$ cat src/rtl/boot_pkg.sv
// Shared definitions for the serial boot loader: FSM state encoding and frame start byte.
package boot_pkg;

    typedef enum logic [2:0] {
        ST_IDLE,
        ST_LEN_LO,
        ST_LEN_HI,
        ST_DATA,
        ST_WRITE,
        ST_CSUM,
        ST_RUN,
        ST_ERROR
    } state_t;

    localparam logic [7:0] DEFAULT_MAGIC = 8'hA5;

endpackage

$ cat src/rtl/boot_loader.sv
// Byte-stream boot loader: receives a framed image, writes it word by word into
// instruction memory, verifies an XOR checksum and then releases the core from reset.
module boot_loader
    import boot_pkg::*;
#(
    parameter int          IMEM_WORDS = 256,
    parameter logic [31:0] BASE_ADDR  = 32'h0000_0000,
    parameter logic [7:0]  MAGIC      = DEFAULT_MAGIC
) (
    input  logic        i_clk,
    input  logic        i_resetn,
    input  logic        i_rx_valid,
    input  logic [7:0]  i_rx_data,
    output logic        o_rx_ready,
    output logic        o_imem_we,
    output logic [31:0] o_imem_addr,
    output logic [31:0] o_imem_wdata,
    output logic        o_core_resetn,
    output logic        o_busy,
    output logic        o_done,
    output logic        o_error
);

    localparam logic [31:0] WORD_LIMIT = 32'(IMEM_WORDS);

    state_t      state, state_n;
    logic        run_en;
    logic [15:0] len, len_n;
    logic [15:0] idx, idx_n;
    logic [1:0]  lane, lane_n;
    logic [7:0]  csum, csum_n;
    logic [31:0] word, word_n;
    logic [31:0] addr, addr_n;
    logic        take;
    logic [15:0] len_full;

    // The FSM is held for one edge after reset release so it leaves reset synchronously.
    always_ff @(posedge i_clk or negedge i_resetn) begin
        if (!i_resetn) begin
            run_en <= 1'b0;
        end else begin
            run_en <= 1'b1;
        end
    end

    always_ff @(posedge i_clk or negedge i_resetn) begin
        if (!i_resetn) begin
            state <= ST_IDLE;
            len   <= '0;
            idx   <= '0;
            lane  <= '0;
            csum  <= '0;
            word  <= '0;
            addr  <= BASE_ADDR;
        end else begin
            state <= state_n;
            len   <= len_n;
            idx   <= idx_n;
            lane  <= lane_n;
            csum  <= csum_n;
            word  <= word_n;
            addr  <= addr_n;
        end
    end

    assign take     = i_rx_valid && o_rx_ready;
    assign len_full = {i_rx_data, len[7:0]};

    always_comb begin
        state_n = state;
        len_n   = len;
        idx_n   = idx;
        lane_n  = lane;
        csum_n  = csum;
        word_n  = word;
        addr_n  = addr;
        if (run_en) begin
            case (state)
                ST_IDLE, ST_ERROR: begin
                    if (take && i_rx_data == MAGIC) begin
                        state_n = ST_LEN_LO;
                        csum_n  = '0;
                        idx_n   = '0;
                        lane_n  = '0;
                    end
                end
                ST_LEN_LO: begin
                    if (take) begin
                        len_n[7:0] = i_rx_data;
                        csum_n     = csum ^ i_rx_data;
                        state_n    = ST_LEN_HI;
                    end
                end
                ST_LEN_HI: begin
                    if (take) begin
                        len_n[15:8] = i_rx_data;
                        csum_n      = csum ^ i_rx_data;
                        idx_n       = '0;
                        lane_n      = '0;
                        addr_n      = BASE_ADDR;
                        if ({16'd0, len_full} > WORD_LIMIT) begin
                            state_n = ST_ERROR;
                        end else if (len_full == 16'd0) begin
                            state_n = ST_CSUM;
                        end else begin
                            state_n = ST_DATA;
                        end
                    end
                end
                ST_DATA: begin
                    if (take) begin
                        word_n[{lane, 3'b000} +: 8] = i_rx_data;
                        csum_n = csum ^ i_rx_data;
                        lane_n = lane + 2'd1;
                        if (lane == 2'd3) begin
                            state_n = ST_WRITE;
                        end
                    end
                end
                ST_WRITE: begin
                    // The length check before DATA guarantees idx+1 reaches len without wrapping.
                    idx_n  = idx + 16'd1;
                    addr_n = addr + 32'd4;
                    lane_n = '0;
                    state_n = ((idx + 16'd1) == len) ? ST_CSUM : ST_DATA;
                end
                ST_CSUM: begin
                    if (take) begin
                        state_n = (i_rx_data == csum) ? ST_RUN : ST_ERROR;
                    end
                end
                ST_RUN: begin
                    state_n = ST_RUN;
                end
                default: begin
                    state_n = ST_IDLE;
                end
            endcase
        end
    end

    assign o_rx_ready    = (state != ST_WRITE);
    assign o_imem_we     = (state == ST_WRITE);
    assign o_imem_addr   = addr;
    assign o_imem_wdata  = word;
    assign o_core_resetn = (state == ST_RUN);
    assign o_done        = (state == ST_RUN);
    assign o_error       = (state == ST_ERROR);
    assign o_busy        = (state == ST_LEN_LO) || (state == ST_LEN_HI) || (state == ST_DATA) ||
                           (state == ST_WRITE)  || (state == ST_CSUM);

endmodule

$ cat config.mk
export PLATFORM = sky130hd
export DESIGN_NAME = boot_loader
export DESIGN_NICKNAME = d
export VERILOG_FILES = /design/src/rtl/boot_pkg.sv /design/src/rtl/boot_loader.sv
export SDC_FILE = /design/constraint.sdc
export NUM_CORES = 1
export LEC_CHECK = 0
export ABC_AREA = 0
export BUFFER_PORTS_ARGS = -buffer_cell sky130_fd_sc_hd__buf_4
export CELL_PAD_IN_SITES_DETAIL_PLACEMENT = 1
export CELL_PAD_IN_SITES_GLOBAL_PLACEMENT = 2
export CORE_MARGIN = 8
export CORE_UTILIZATION = 32
export DETAILED_ROUTE_END_ITERATION = 6
export PLACE_DENSITY_LB_ADDON = 0.1
export SYNTH_ARGS = -nofsm -noshare
export SYNTH_HDL_FRONTEND = slang
export SYNTH_SLANG_ARGS = --single-unit
$ cat constraint.sdc
create_clock -name i_clk -period 2.3 [get_ports i_clk]
set_clock_uncertainty 0.2 [all_clocks]
set_input_delay 0.575 -clock i_clk [delete_from_list [all_inputs] [get_ports i_clk]]
set_output_delay 0.575 -clock i_clk [all_outputs]
set_load 0.03 [all_outputs]
[After elaboration in Yosys (flattened, before gate mapping)]
Index checks and enable logic that the tools add are counted.
Widths: inputs -> output; s select.
Storage, ports and cells
  word-level logic and storage cells: 82
  register bits: 110
  bits of input ports: 11
  output and inout port bits: 70
Cells by class
  eq/ne operators: 19
  muxes and demuxes: 24
  bitwise logic cells: 1
  $add $sub $neg: 4
  $lt $le $gt $ge: 1
  reductions and logical operators: 22
  shift operators: 2
Operator list (count)
  $pmux 32 s2: 1
  $pmux 16 s3: 1
  $add 32x3->32 const B: 1
  $bwmux 32: 1
  $mux 16: 2
  $mux 32: 1
  $shift 8x7->32 const A: 1
  $shiftx 8x7->32: 1
  $mux 3: 9
  $pmux 3 s7: 1
  $add 16x1->16 const B: 1
  $eq 16x16->1: 1
  $gt 16x9->1 const B: 1
  $logic_not 16->1: 1
  $mux 8: 2
  $pmux 8 s2: 1
  $eq 3x3->1 const B: 4
  $ne 2x2->1 const B: 6
  $reduce_and 3->1: 4
  $eq 8x8->1: 1
  $eq 8x8->1 const B: 1
  $pmux 2 s4: 1
  $reduce_and 4->1: 2
  $xor 8x8->8: 1
  19 further kinds: 27

[Logic depth before layout (Yosys ltp)]
Gate-level depths: netlist of the first run.
  depth after elaboration: 5
  gate-level depth with buffers: 9
  mapped depth without buffers: 7

[Worst setup path before layout of the first run]
OpenSTA, ideal clock, no wires.
  kind: reg-to-reg
  from: register state[1]
  to: register state[2]
  path buffers: 2
  arrival time: 2.027 ns
  setup time: 0.110 ns
  data required time: 1.990 ns
  cell stages (with the launch flop): 8
  setup slack: -0.038 ns
  clock period less this slack: 2.338 ns
  cell sequence: dfrtp_1 buf_2 nor2_1 nand2_1 inv_1 nand2_1 buf_2 o41ai_1
Between the ends
  longest elaborated chain between the ends: 5
  elaborated cells on any way between the ends: 20
  classes of those cells: eq/ne: 14; mux: 1; reduce/logical: 5
Ends and longest elaborated chain
  start: declaration: line boot_loader.sv:26  | state_t state, state_n;
  start signal: assignment: line boot_loader.sv:56  | state <= state_n;
  $ne 3x3->1 (*): line boot_loader.sv:142  | assign o_rx_ready = (state != ST_WRITE);
  named net o_rx_ready: line boot_loader.sv:14  | output logic o_rx_ready,
  $logic_and 1x1->1 (*): line boot_loader.sv:66  | assign take = i_rx_valid && o_rx_ready;
  $logic_and 1x1->1: line boot_loader.sv:80  | if (take && i_rx_data == MAGIC) begin
  $ne 2x2->1 (no line)
  $reduce_and 7->1 (no line) (*)
Mark *: on every way through the listed nets, which the timed path passes. The rest lies on a longest branch.
A chain may end at the register's enable or synchronous reset.

[Final worst setup path of the first run]
  from: register idx[1]
  to: register state[1]
Between the ends
  longest elaborated chain between the ends: 4
Ends and longest elaborated chain
  start: declaration: line boot_loader.sv:29  | logic [15:0] idx, idx_n;
  start signal: assignment: line boot_loader.sv:58  | idx <= idx_n;
  $add 16x1->16: line boot_loader.sv:125  | state_n = ((idx + 16'd1) == len) ? ST_CSUM : ST_DATA;
  $eq 16x16->1: line boot_loader.sv:125
  $mux 3: line boot_loader.sv:125
  $pmux 3 s7: line boot_loader.sv:78  | case (state)
No other way between the ends.

==> run summary, run 1 <==
Final hold vios - 0
Number of synthesis warnings - 0
EDFF count, synth - 0
RePlAce Congestion - 0.857
CTS Sinks - 108
CTS Buffer Depth - 2
DP HPWL - 13400 µm
CTS Buf Count - 9
Die Span Y - 151 µm
Register area share after synthesis - 0.462
Worst Hold Path EP - o_imem_wdata[6]
DR iter-0 viols - 236
Post-Syn Area - 5850 µm²
CP Buf/Inv Count - 2
Min-delay src - o_imem_wdata[6]
Top cells by count, synth - dfrtp_1 (108), nand2_1 (102), o21ai_0 (83)
Max rail drop VDD - 0.000443 V
Reg power frac - 0.370
Antenna-violating nets left - 0
Cell-internal power - 4500 µW
Crit path max fanout - 5
Xor and xnor area share after synthesis - 0.0733
Top-count cell post-synth - dfrtp_1
Final period utilization - 0.982
Starting Density - 0.326
Post-route DRC violation count - 0
Fin. max-slew vios - 0
H-tree levels - 3
CP Cell Sequence - buf_4, nand3_2, buf_4, nor3_2, a21boi_0, a211o_1, o41a_1
Adder-cell share of the synthesized area - 0.0150
WHS - 0.289 ns
Synth Register Bits - 108
Post-Synth Simple-Gate Area - 0.226
WHS Path Cells - 2
Setup slack after layout - 0.0424 ns
Total GRT Usage - 0.168
Largest net degree at the start of global routing - 37
CTS Root Cell - clkbuf_16
Total Nets Final - 781
Vias/cell - 5.10
Most common cell on crit path - buf_4
Post-synthesis mux area share - 0.0378
Combinational Power Share - 0.412
Core Region - 18000 µm²
Chip Width - 151 µm
IO buf count - 78
FF-to-FF Start - idx[1]
Post-synth ARST share - 1.00
RSZ-0062 raised after global routing - yes
Final WL - 18200 µm
Area growth syn-to-layout - 28.0%
Post-DR wirelength/cell - 18.2 µm
Synth unique cells - 59
Post-synth top area share - 0.462
Initial antenna violation count - 0
WP data required - 2.34 ns
Slowest-stage cell, CP - dfrtp_1
Critical Path Sink Type - flop
Fill cells - 2097
Pwr/cell area - 997 nW/µm²
Post-Synthesis Cells - 639
Total number of vias - 5081
Arrival @ worst endpoint - 2.29 ns
Sw Pwr - 2970 µW
Pwr Total - 7470 µW
Crit-path max cell delay - 0.41 ns
Fmax - 0.443 GHz
Synth area leader - dfrtp_1
Dpl ws - -0.248 ns
I/O pin count - 81
Vias in the first global route - 5580
DRT Pass-1 Iters - 4
Net Sw Frac - 0.398
Post-synth top flop - dfrtp_1
Avg Inst Size Synth - 9.16 µm²
Worst path top cell family by delay - compound AO/OA/AOI/OAI gates
Finish-stage setup viols - 0
WS Path Type - reg2reg
FP Rows - 49
Crit path launch type - flop
Global route total overflow - 0
Clock Latency Late Sink - 0.36 ns
Reg clk slew, reported paths - 0.07 ns
Critical R2R Capture - state[1]
Clock power share - 0.217
Area contributors post-synth - dfrtp_1 (46%), o21ai_0 (7.1%), nand2_1 (6.5%)
Final worst path period need - 2.26 ns
Reg2reg setup slack - 0.04 ns
Complex-gate fraction of the synthesized area - 0.140
Outcome - finished, final reports clean
CTS tree - yes
First-pass GRT wire length - 29900 µm
Max Cap Violations - 0
Fin util - 0.417
Hold crit path type - reg2reg
Diode count - 0
Largest family of logic cells by synthesized area - simple AND/OR/NAND/NOR gates
Leak - 0.00332 µW
Die Area - 22900 µm²
Share of layout cells above drive strength 1 - 0.299
Worst Reg-to-Reg Cells - 7
-- flip-flops by register name (all words and copies together) (netlist names) --
register      cells
run_en            1
lane              2
state             3
o_imem_wdata     32
idx              16
len              16
o_imem_addr      30
csum              8
-- what timing repair did --
action                     in CTS  in global routing
hold endpoints to repair        4                  0
setup endpoints to repair       2                 41
buffers inserted                1                  3
pin swaps                       2                  3
gates resized for setup         2                 19
hold buffers                    1                  0
-- stage by stage --
stage	std cells	area (µm²)	TNS (ns)
after floorplan	640	5860	0
after global placement	976	7080	-2.39
after global routing	997	7490	-0.0689
after detailed placement	976	7080	-4.28
final	997	7490	0
after CTS	994	7400	-0.0218
-- tightest hold or removal path, cell delays in order (launching register included) --
cell	delay, ns
dfrtp_1	0.35
nand2_1	0.05
o21ai_0	0.06
-- how the worst max path moves through the flow --
stage                       startpoint       end  slack [ns]  cells past startpoint
final                           idx[1]  state[1]        0.04                      7
after floorplan           i_rx_data[1]   idx[12]        0.01                      8
after global placement    i_rx_data[6]    idx[9]       -0.14                      7
after global routing            idx[1]  state[1]       -0.04                      8
after CTS                     state[1]    o_busy       -0.02                      4
after detailed placement  i_rx_data[6]    idx[9]       -0.25                      7
-- cell type report --
| type | count | area, µm² | area share |
|---|---|---|---|
| inverters | 24 | 90.1 | 0.0120 |
| well taps | 229 | 287 | 0.0382 |
| repair buffers | 146 | 1140 | 0.152 |
| clock inverters | 6 | 63.8 | 0.00852 |
| clock buffers | 10 | 239 | 0.0319 |
| multi-input cells | 474 | 2970 | 0.396 |
| flip-flops and latches | 108 | 2710 | 0.361 |
-- cells by family after synthesis --
group | count (synthesis)
compound gates | 141
xor+xnor | 49
fa+ha+maj | 7
buf+inv | 58
flops | 108
mux | 20
other cells | 2
simple gates | 254
-- placed cells by master (no fill, tap or decap), types with 7 or more instances in the layout --
cell type	n
a21oi_1	22
a31oi_1	8
buf_4	142
clkbuf_16	9
dfrtp_1	104
inv_1	21
mux2_2	17
nand2_1	98
nand2b_1	12
nand3_1	15
nand4_1	8
nor2_1	52
nor3_1	7
nor3_2	13
o21ai_0	82
or3_1	7
xnor2_1	34
xor2_1	15
-- power groups by stage --
| stage | Combinational, µW | Clock (µW) | Sequential, µW |
|---|---|---|---|
| finish | 3080 | 1620 | 2770 |
| global route | 3370 | 1770 | 2840 |
| CTS | 3050 | 1690 | 2770 |
| detailed placement | 3030 | 0 | 2810 |
| global placement | 2940 | 0 | 2790 |
| floorplan | 1600 | 0 | 3070 |
-- per-layer routing --
metal,track usage,share of wire,up-vias
li1,-,-,2437
met1,0.217,0.47,2554
met2,0.281,0.49,73
met3,0.0257,0.032,17
met4,0.0579,0.015,0
met5,0,0,-
Note: power is estimated with default switching activity, not from simulation.
==> run 2: changes to the inputs <==
--- a/config.mk
+++ b/config.mk
@@ -11,7 +11,9 @@
 export CELL_PAD_IN_SITES_GLOBAL_PLACEMENT = 2
 export CORE_MARGIN = 8
 export CORE_UTILIZATION = 32
+export CTS_BUF_LIST = sky130_fd_sc_hd__clkbuf_16
 export DETAILED_ROUTE_END_ITERATION = 6
+export HOLD_SLACK_MARGIN = 0.08
 export PLACE_DENSITY_LB_ADDON = 0.1
 export SYNTH_ARGS = -nofsm -noshare
 export SYNTH_HDL_FRONTEND = slang
==> run 2 against run 1 <==
Maximum frequency barely moved; die area did not move; final area fell by 0.13%; global-route usage did not move; clock power barely moved; sequential cell count did not move; utilization fell by 0.056 points; sequential power barely moved; largest cell class unchanged; critical path type unchanged; cell count did not move; highest routed layer unchanged; largest power group unchanged.
==> run summary, run 2 (synthesis results as in run 1) <==
Crit path max fanout - 5 (unchanged)
Commonest non-fill, non-tap cells in the layout - buf_4 (142), dfrtp_1 (104), nand2_1 (98), o21ai_0 (82), nor2_1 (52)
Total Nets Final - 781 (unchanged)
Core Region - 18000 µm² (unchanged)
Total GRT Usage - 0.168 (unchanged)
Slowest-stage cell, CP - dfrtp_1
Fill cells - 2099 (+0.095%)
Area growth syn-to-layout - 27.9%
CTS Buffer Depth - 2 (unchanged)
Total number of vias - 5081 (unchanged)
DR iter-0 viols - 236 (unchanged)
Starting Density - 0.326 (unchanged)
I/O pin count - 81 (unchanged)
Setup TNS - 0 ns (unchanged)
Diode count - 0 (unchanged)
Pwr/cell area - 994 nW/µm² (-0.33%)
Final WL - 18200 µm (about the same)
Pwr Total - 7440 µW (-0.46%)
Clock power share - 0.214 (-0.003)
Post-DR wirelength/cell - 18.2 µm (about the same)
RePlAce Congestion - 0.857 (unchanged)
Crit-path max cell delay - 0.41 ns (about the same)
Clock Latency Late Sink - 0.36 ns (about the same)
Post-route DRC violation count - 0 (unchanged)
Largest register FFs - 32 (unchanged)
Setup slack after layout - 0.0423 ns (-0.0000735 ns)
Initial antenna violation count - 0 (unchanged)
Chip Width - 151 µm (unchanged)
DRT Pass-1 Iters - 4 (unchanged)
Final worst path period need - 2.26 ns (+0.0000735 ns)
Top sig layer - met4
Reg clk slew, reported paths - 0.07 ns (about the same)
WL met1 - 8480 µm (about the same)
Vias/cell - 5.10 (unchanged)
Critical Path Sink Type - flop
CTS Sinks - 108 (unchanged)
Final hold vios - 0 (unchanged)
WS Path Type - reg2reg
CTS tree - yes
DP HPWL - 13400 µm (unchanged)
Final period utilization - 0.982 (about the same)
Antenna-violating nets left - 0 (unchanged)
Net Sw Frac - 0.399 (+0.00170)
Max Cap Violations - 0 (unchanged)
CP Launch Point - idx[1]
Die Area - 22900 µm² (unchanged)
Cell-internal power - 4470 µW (-0.74%)
Fmax - 0.443 GHz (about the same)
H-tree levels - 3 (unchanged)
WHS - 0.289 ns (-0.000134 ns)
Fin. max-slew vios - 0 (unchanged)
Leak - 0.00332 µW (-0.17%)
Arrival @ worst endpoint - 2.29 ns (about the same)
Most common cell on crit path - buf_4
Max rail drop VDD - 0.000443 V (unchanged)
Hold crit path type - reg2reg
Min-delay src - o_imem_wdata[6]
Reg power frac - 0.372 (+0.002)
Leading cell type in the layout, fill and taps excluded - buf_4
FP Rows - 49 (unchanged)
Dpl ws - -0.248 ns (unchanged)
Largest net degree at the start of global routing - 37 (unchanged)
Finish-stage setup viols - 0 (unchanged)
Crit path launch type - flop
IO buf count - 78 (unchanged)
CTS Buf Count - 9 (unchanged)
RSZ-0062 raised after global routing - yes
Global route total overflow - 0 (unchanged)
WL met2 - 8840 µm (about the same)
Fin util - 0.417 (-0.000557)
Outcome - finished, final reports clean
CP Cell Sequence - buf_4, nand3_2, buf_4, nor3_2, a21boi_0, a211o_1, o41a_1
Vias in the first global route - 5580 (unchanged)
WP data required - 2.34 ns (about the same)
FF-to-FF Start - idx[1]
Sw Pwr - 2970 µW (about the same)
Share of layout cells above drive strength 1 - 0.298 (-0.00130)
CTS Root Cell - clkbuf_16
Metal3 WL - 586 µm (unchanged)
First-pass GRT wire length - 29900 µm (unchanged)
Combinational Power Share - 0.414 (+0.002)
Die Span Y - 151 µm (unchanged)
-- run 2: cell types whose count changed in the layout (fill, tap and decap cells not counted) --
cell	before	now
clkbuf_8	1	0
clkinv_1	0	1
-- run 2: layout make-up --
cell class              count  area, µm²  area share
multi-input cells         474       2970       0.397
clock buffers               9        225      0.0301
flip-flops and latches    108       2710       0.362
repair buffers            146       1140       0.152
inverters                  24       90.1      0.0120
well taps                 229        287      0.0383
clock inverters             7       67.6     0.00903
-- run 2: what timing repair did --
item                                    CTS  global route
pin swaps                                 2             3
endpoints found under the setup margin    2            41
hold buffers                              1             0
buffers inserted                          1             3
endpoints found under the hold margin    16             0
resized for setup                         2            19
cloned                                    0             0
-- run 2: worst paths after layout --
check | endpoint | slack [ns] | depth (start not counted)
min reg2reg | o_imem_wdata[6] | 0.29 | 2
max reg2reg | state[1] | 0.04 | 7
max in group asynchronous | idx[7] | 0.88 | 3
max | state[1] | 0.04 | 7
min | o_imem_wdata[6] | 0.29 | 2
min in group asynchronous | o_imem_addr[31] | 0.38 | 2
-- run 2: layer usage --
| layer | global-route usage | vias up |
|---|---|---|
| li1 | - | 2437 |
| met1 | 0.217 | 2554 |
| met2 | 0.281 | 73 |
| met3 | 0.0257 | 17 |
| met4 | 0.0579 | 0 |
| met5 | 0 | - |
-- run 2: per-stage QoR --
stage / cells / instance area, µm²
floorplan: 640 / 5860
global placement: 976 / 7080
detailed placement: 976 / 7080
CTS: 994 / 7390
global route: 997 / 7480
finish: 997 / 7480
-- run 2: power groups by stage --
stage / logic, µW / registers (µW) / clock network, µW
final: 3080 / 2770 / 1590
after global placement: 2940 / 2790 / 0
after CTS: 3050 / 2770 / 1650
after floorplan: 1600 / 3070 / 0
after global routing: 3370 / 2840 / 1730
after detailed placement: 3030 / 2810 / 0
-- run 2: critical path, delay by kind of cell, from the launching register on --
kind,cells,cell delay [ns]
AO/OA/AOI/OAI,3,0.84
buffers and inverters,2,0.35
flip-flops,1,0.41
AND/OR/NAND/NOR,2,0.34
==> run 3: changes to the inputs <==
--- a/config.mk
+++ b/config.mk
@@ -5,16 +5,17 @@
 export SDC_FILE = /design/constraint.sdc
 export NUM_CORES = 1
 export LEC_CHECK = 0
-export ABC_AREA = 0
+export ABC_AREA = 1
 export BUFFER_PORTS_ARGS = -buffer_cell sky130_fd_sc_hd__buf_4
 export CELL_PAD_IN_SITES_DETAIL_PLACEMENT = 1
 export CELL_PAD_IN_SITES_GLOBAL_PLACEMENT = 2
 export CORE_MARGIN = 8
-export CORE_UTILIZATION = 32
+export CORE_UTILIZATION = 30
 export CTS_BUF_LIST = sky130_fd_sc_hd__clkbuf_16
 export DETAILED_ROUTE_END_ITERATION = 6
 export HOLD_SLACK_MARGIN = 0.08
 export PLACE_DENSITY_LB_ADDON = 0.1
+export SKIP_CTS_REPAIR_TIMING = 1
 export SYNTH_ARGS = -nofsm -noshare
 export SYNTH_HDL_FRONTEND = slang
 export SYNTH_SLANG_ARGS = --single-unit
==> run 3 against run 2 <==
Global-route usage hardly changed; maximum frequency is 0.15% higher; synthesized area grew 5.4%; sequential power increased by 12%; critical endpoint is now o_imem_we; count of clock-buffer cells in the layout did not move; critical path type is now reg2out; highest routed layer unchanged.
==> run summary, run 3 <==
Total GRT Usage - 0.168 (about the same)
Worst Hold Path EP - csum[0]
Avg Inst Size Synth - 7.60 µm² (-17%)
Share of layout cells above drive strength 1 - 0.233 (-0.0654)
Synth area leader - dfrtp_1
Final hold vios - 0 (unchanged)
Final worst path period need - 2.25 ns (-0.00334 ns)
Post-Synthesis Cells - 811 (+27%)
Design area - 8000 µm² (+6.9%)
Arrival @ worst endpoint - 1.48 ns (-0.81 ns)
Crit path launch type - flop
Max rail drop VDD - 0.000562 V (+27%)
Fmax - 0.444 GHz (+0.15%)
DR iter-0 viols - 322 (+36%)
Reg clk slew, reported paths - 0.09 ns (+0.02 ns)
Fin. max-slew vios - 0 (unchanged)
Post-DR wirelength/cell - 17.5 µm (-4.1%)
Outcome - finished, final reports clean
Global route total overflow - 0 (unchanged)
DP HPWL - 16200 µm (+21%)
Critical R2R Capture - o_imem_wdata[30]
CTS Buf Count - 9 (unchanged)
DRT Pass-1 Iters - 4 (unchanged)
Post-synth top area share - 0.438 (-0.0235)
Post-synth top flop - dfrtp_1
Pwr Total - 9200 µW (+24%)
Clock Latency Late Sink - 0.37 ns (about the same)
Synth unique cells - 42 (-29%)
WP data required - 1.52 ns (-0.82 ns)
Finish-stage setup viols - 0 (unchanged)
Max Cap Violations - 0 (unchanged)
Worst Reg-to-Reg Cells - 8 (+1)
Leading cell type in the layout, fill and taps excluded - nand2_1
Final period utilization - 0.980 (-0.00145)
Post-synth ARST share - 1.00 (unchanged)
Top cells by count, synth - nand2_1 (221), dfrtp_1 (108), inv_1 (92)
Placed Instance Area - 7370 µm² (+4.1%)
Crit-path max cell delay - 0.47 ns (+0.06 ns)
WHS - 0.312 ns (+0.0234 ns)
IO buf count - 78 (unchanged)
Core Region - 20200 µm² (+13%)
RSZ-0062 raised after global routing - yes
Top-count cell post-synth - nand2_1
Number of synthesis warnings - 0 (unchanged)
Reg2reg setup slack - 0.17 ns (+0.13 ns)
Critical Path Sink Type - primary output
WHS Path Cells - 2 (unchanged)
Vias in the first global route - 6275 (+12%)
Largest net degree at the start of global routing - 35 (-5.4%)
Post-route DRC violation count - 0 (unchanged)
First-pass GRT wire length - 34700 µm (+16%)
WS Path Type - reg2out
Slowest-stage cell, CP - dfrtp_2
Diode count - 0 (unchanged)
Fin util - 0.395 (-0.0213)
Area contributors post-synth - dfrtp_1 (44%), nand2_1 (13%), inv_1 (5.6%)
H-tree levels - 3 (unchanged)
FF-to-FF Start - state[2]
Most common cell on crit path - buf_6
Area growth syn-to-layout - 29.7%
CTS tree - yes
Chip Width - 159 µm (+5.4%)
CTS Buffer Depth - 2 (unchanged)
Leak - 0.00381 µW (+15%)
Synth Register Bits - 108 (unchanged)
Final WL - 21200 µm (+17%)
CP Cell Sequence - nor2_4, nand2_8, inv_4, buf_6, buf_6
RePlAce Congestion - 0.830 (-3.1%)
Largest register FFs - 32 (unchanged)
Post-Syn Area - 6170 µm² (+5.4%)
EDFF count, synth - 0 (unchanged)
Hold crit path type - reg2reg
FP Rows - 52 (+6.1%)
Pwr/cell area - 1150 nW/µm² (+16%)
Dpl ws - 0.0105 ns (+0.259 ns)
CTS Sinks - 108 (unchanged)
Register area share after synthesis - 0.438 (-0.0235)
Crit path max fanout - 6 (+1)
Die Area - 25400 µm² (+11%)
Setup slack after layout - 0.0457 ns (+0.00334 ns)
Antenna-violating nets left - 0 (unchanged)
Min-delay src - csum[0]
Starting Density - 0.305 (-0.0210)
Total Nets Final - 954 (+22%)
Die Span Y - 159 µm (+5.4%)
Total number of vias - 5903 (+16%)
Commonest non-fill, non-tap cells in the layout - nand2_1 (215), buf_4 (123), dfrtp_1 (100), inv_1 (91), o21ai_0 (62)
CTS Root Cell - clkbuf_16
Initial antenna violation count - 0 (unchanged)
Vias/cell - 4.87 (-4.4%)
I/O pin count - 81 (unchanged)
-- run 3: cell count changes in the layout (fill, tap and decap cells not counted), moves of 10 or more --
cell and change:
nand2_1 +117, inv_1 +70, nand4_1 +34, nand3_1 +29
xnor2_1 -25, o21ai_0 -20, buf_4 -19, mux2_2 -17
nand2b_1 -12, nor2_2 +11, nor3_1 +11, nor2_4 +10
nor3_2 -10
-- run 3: stage by stage --
stage / instances / setup TNS (ns)
2_1_floorplan: 812 / 0
3_3_place_gp: 1182 / 0
3_5_place_dp: 1182 / 0
4_1_cts: 1198 / -1.49
5_1_grt: 1211 / -0.0401
6_report: 1211 / 0
-- run 3: worst max-delay path by stage --
stage,startpoint,endpoint,cells after the start
floorplan,lane[0],o_imem_wdata[21],9
global placement,idx[10],state[1],13
detailed placement,i_rx_data[4],idx[8],11
CTS,state[2],o_busy,3
global route,idx[0],state[1],15
finish,state[1],o_imem_we,5
-- run 3: report_power, final --
group	leakage (µW)	switching, µW	internal (µW)
logic	0.00224	2730	1560
clock network	0.000164	895	903
registers	0.00141	635	2470
-- run 3: layer usage --
metal,vias up,GRT usage,part of all wire
met5,-,0,0
met4,0,0.0386,0.0088
met3,12,0.0279,0.033
met2,86,0.280,0.48
met1,2889,0.223,0.48
li1,2916,-,-
-- run 3: final cells by class --
cell class	instances	area [µm²]
fill	2462	12200
tap	270	338
multi-input combinational	584	3120
timing repair buffer	136	1110
inverter	97	370
sequential	108	2710
clock inverter	7	115
clock buffer	9	225
-- run 3: kinds of logic (layout without fill, tap and decap cells) --
logic type / after synthesis / after routing / synth area share
other: 2 / 3 / 0.00122
buffers and inverters: 120 / 249 / 0.0785
XOR/XNOR: 20 / 20 / 0.0308
flip-flops: 108 / 108 / 0.438
adder cells (fa/ha/maj): 7 / 7 / 0.0142
AND/OR/NAND/NOR: 429 / 429 / 0.326
AO/OA/AOI/OAI: 125 / 125 / 0.111
-- run 3: worst max-delay path, delay by kind of cell, from the launching register on --
family	cells	cell delay, ns
flip-flops	1	0.47
AND/OR/NAND/NOR	2	0.32
buffers and inverters	3	0.32
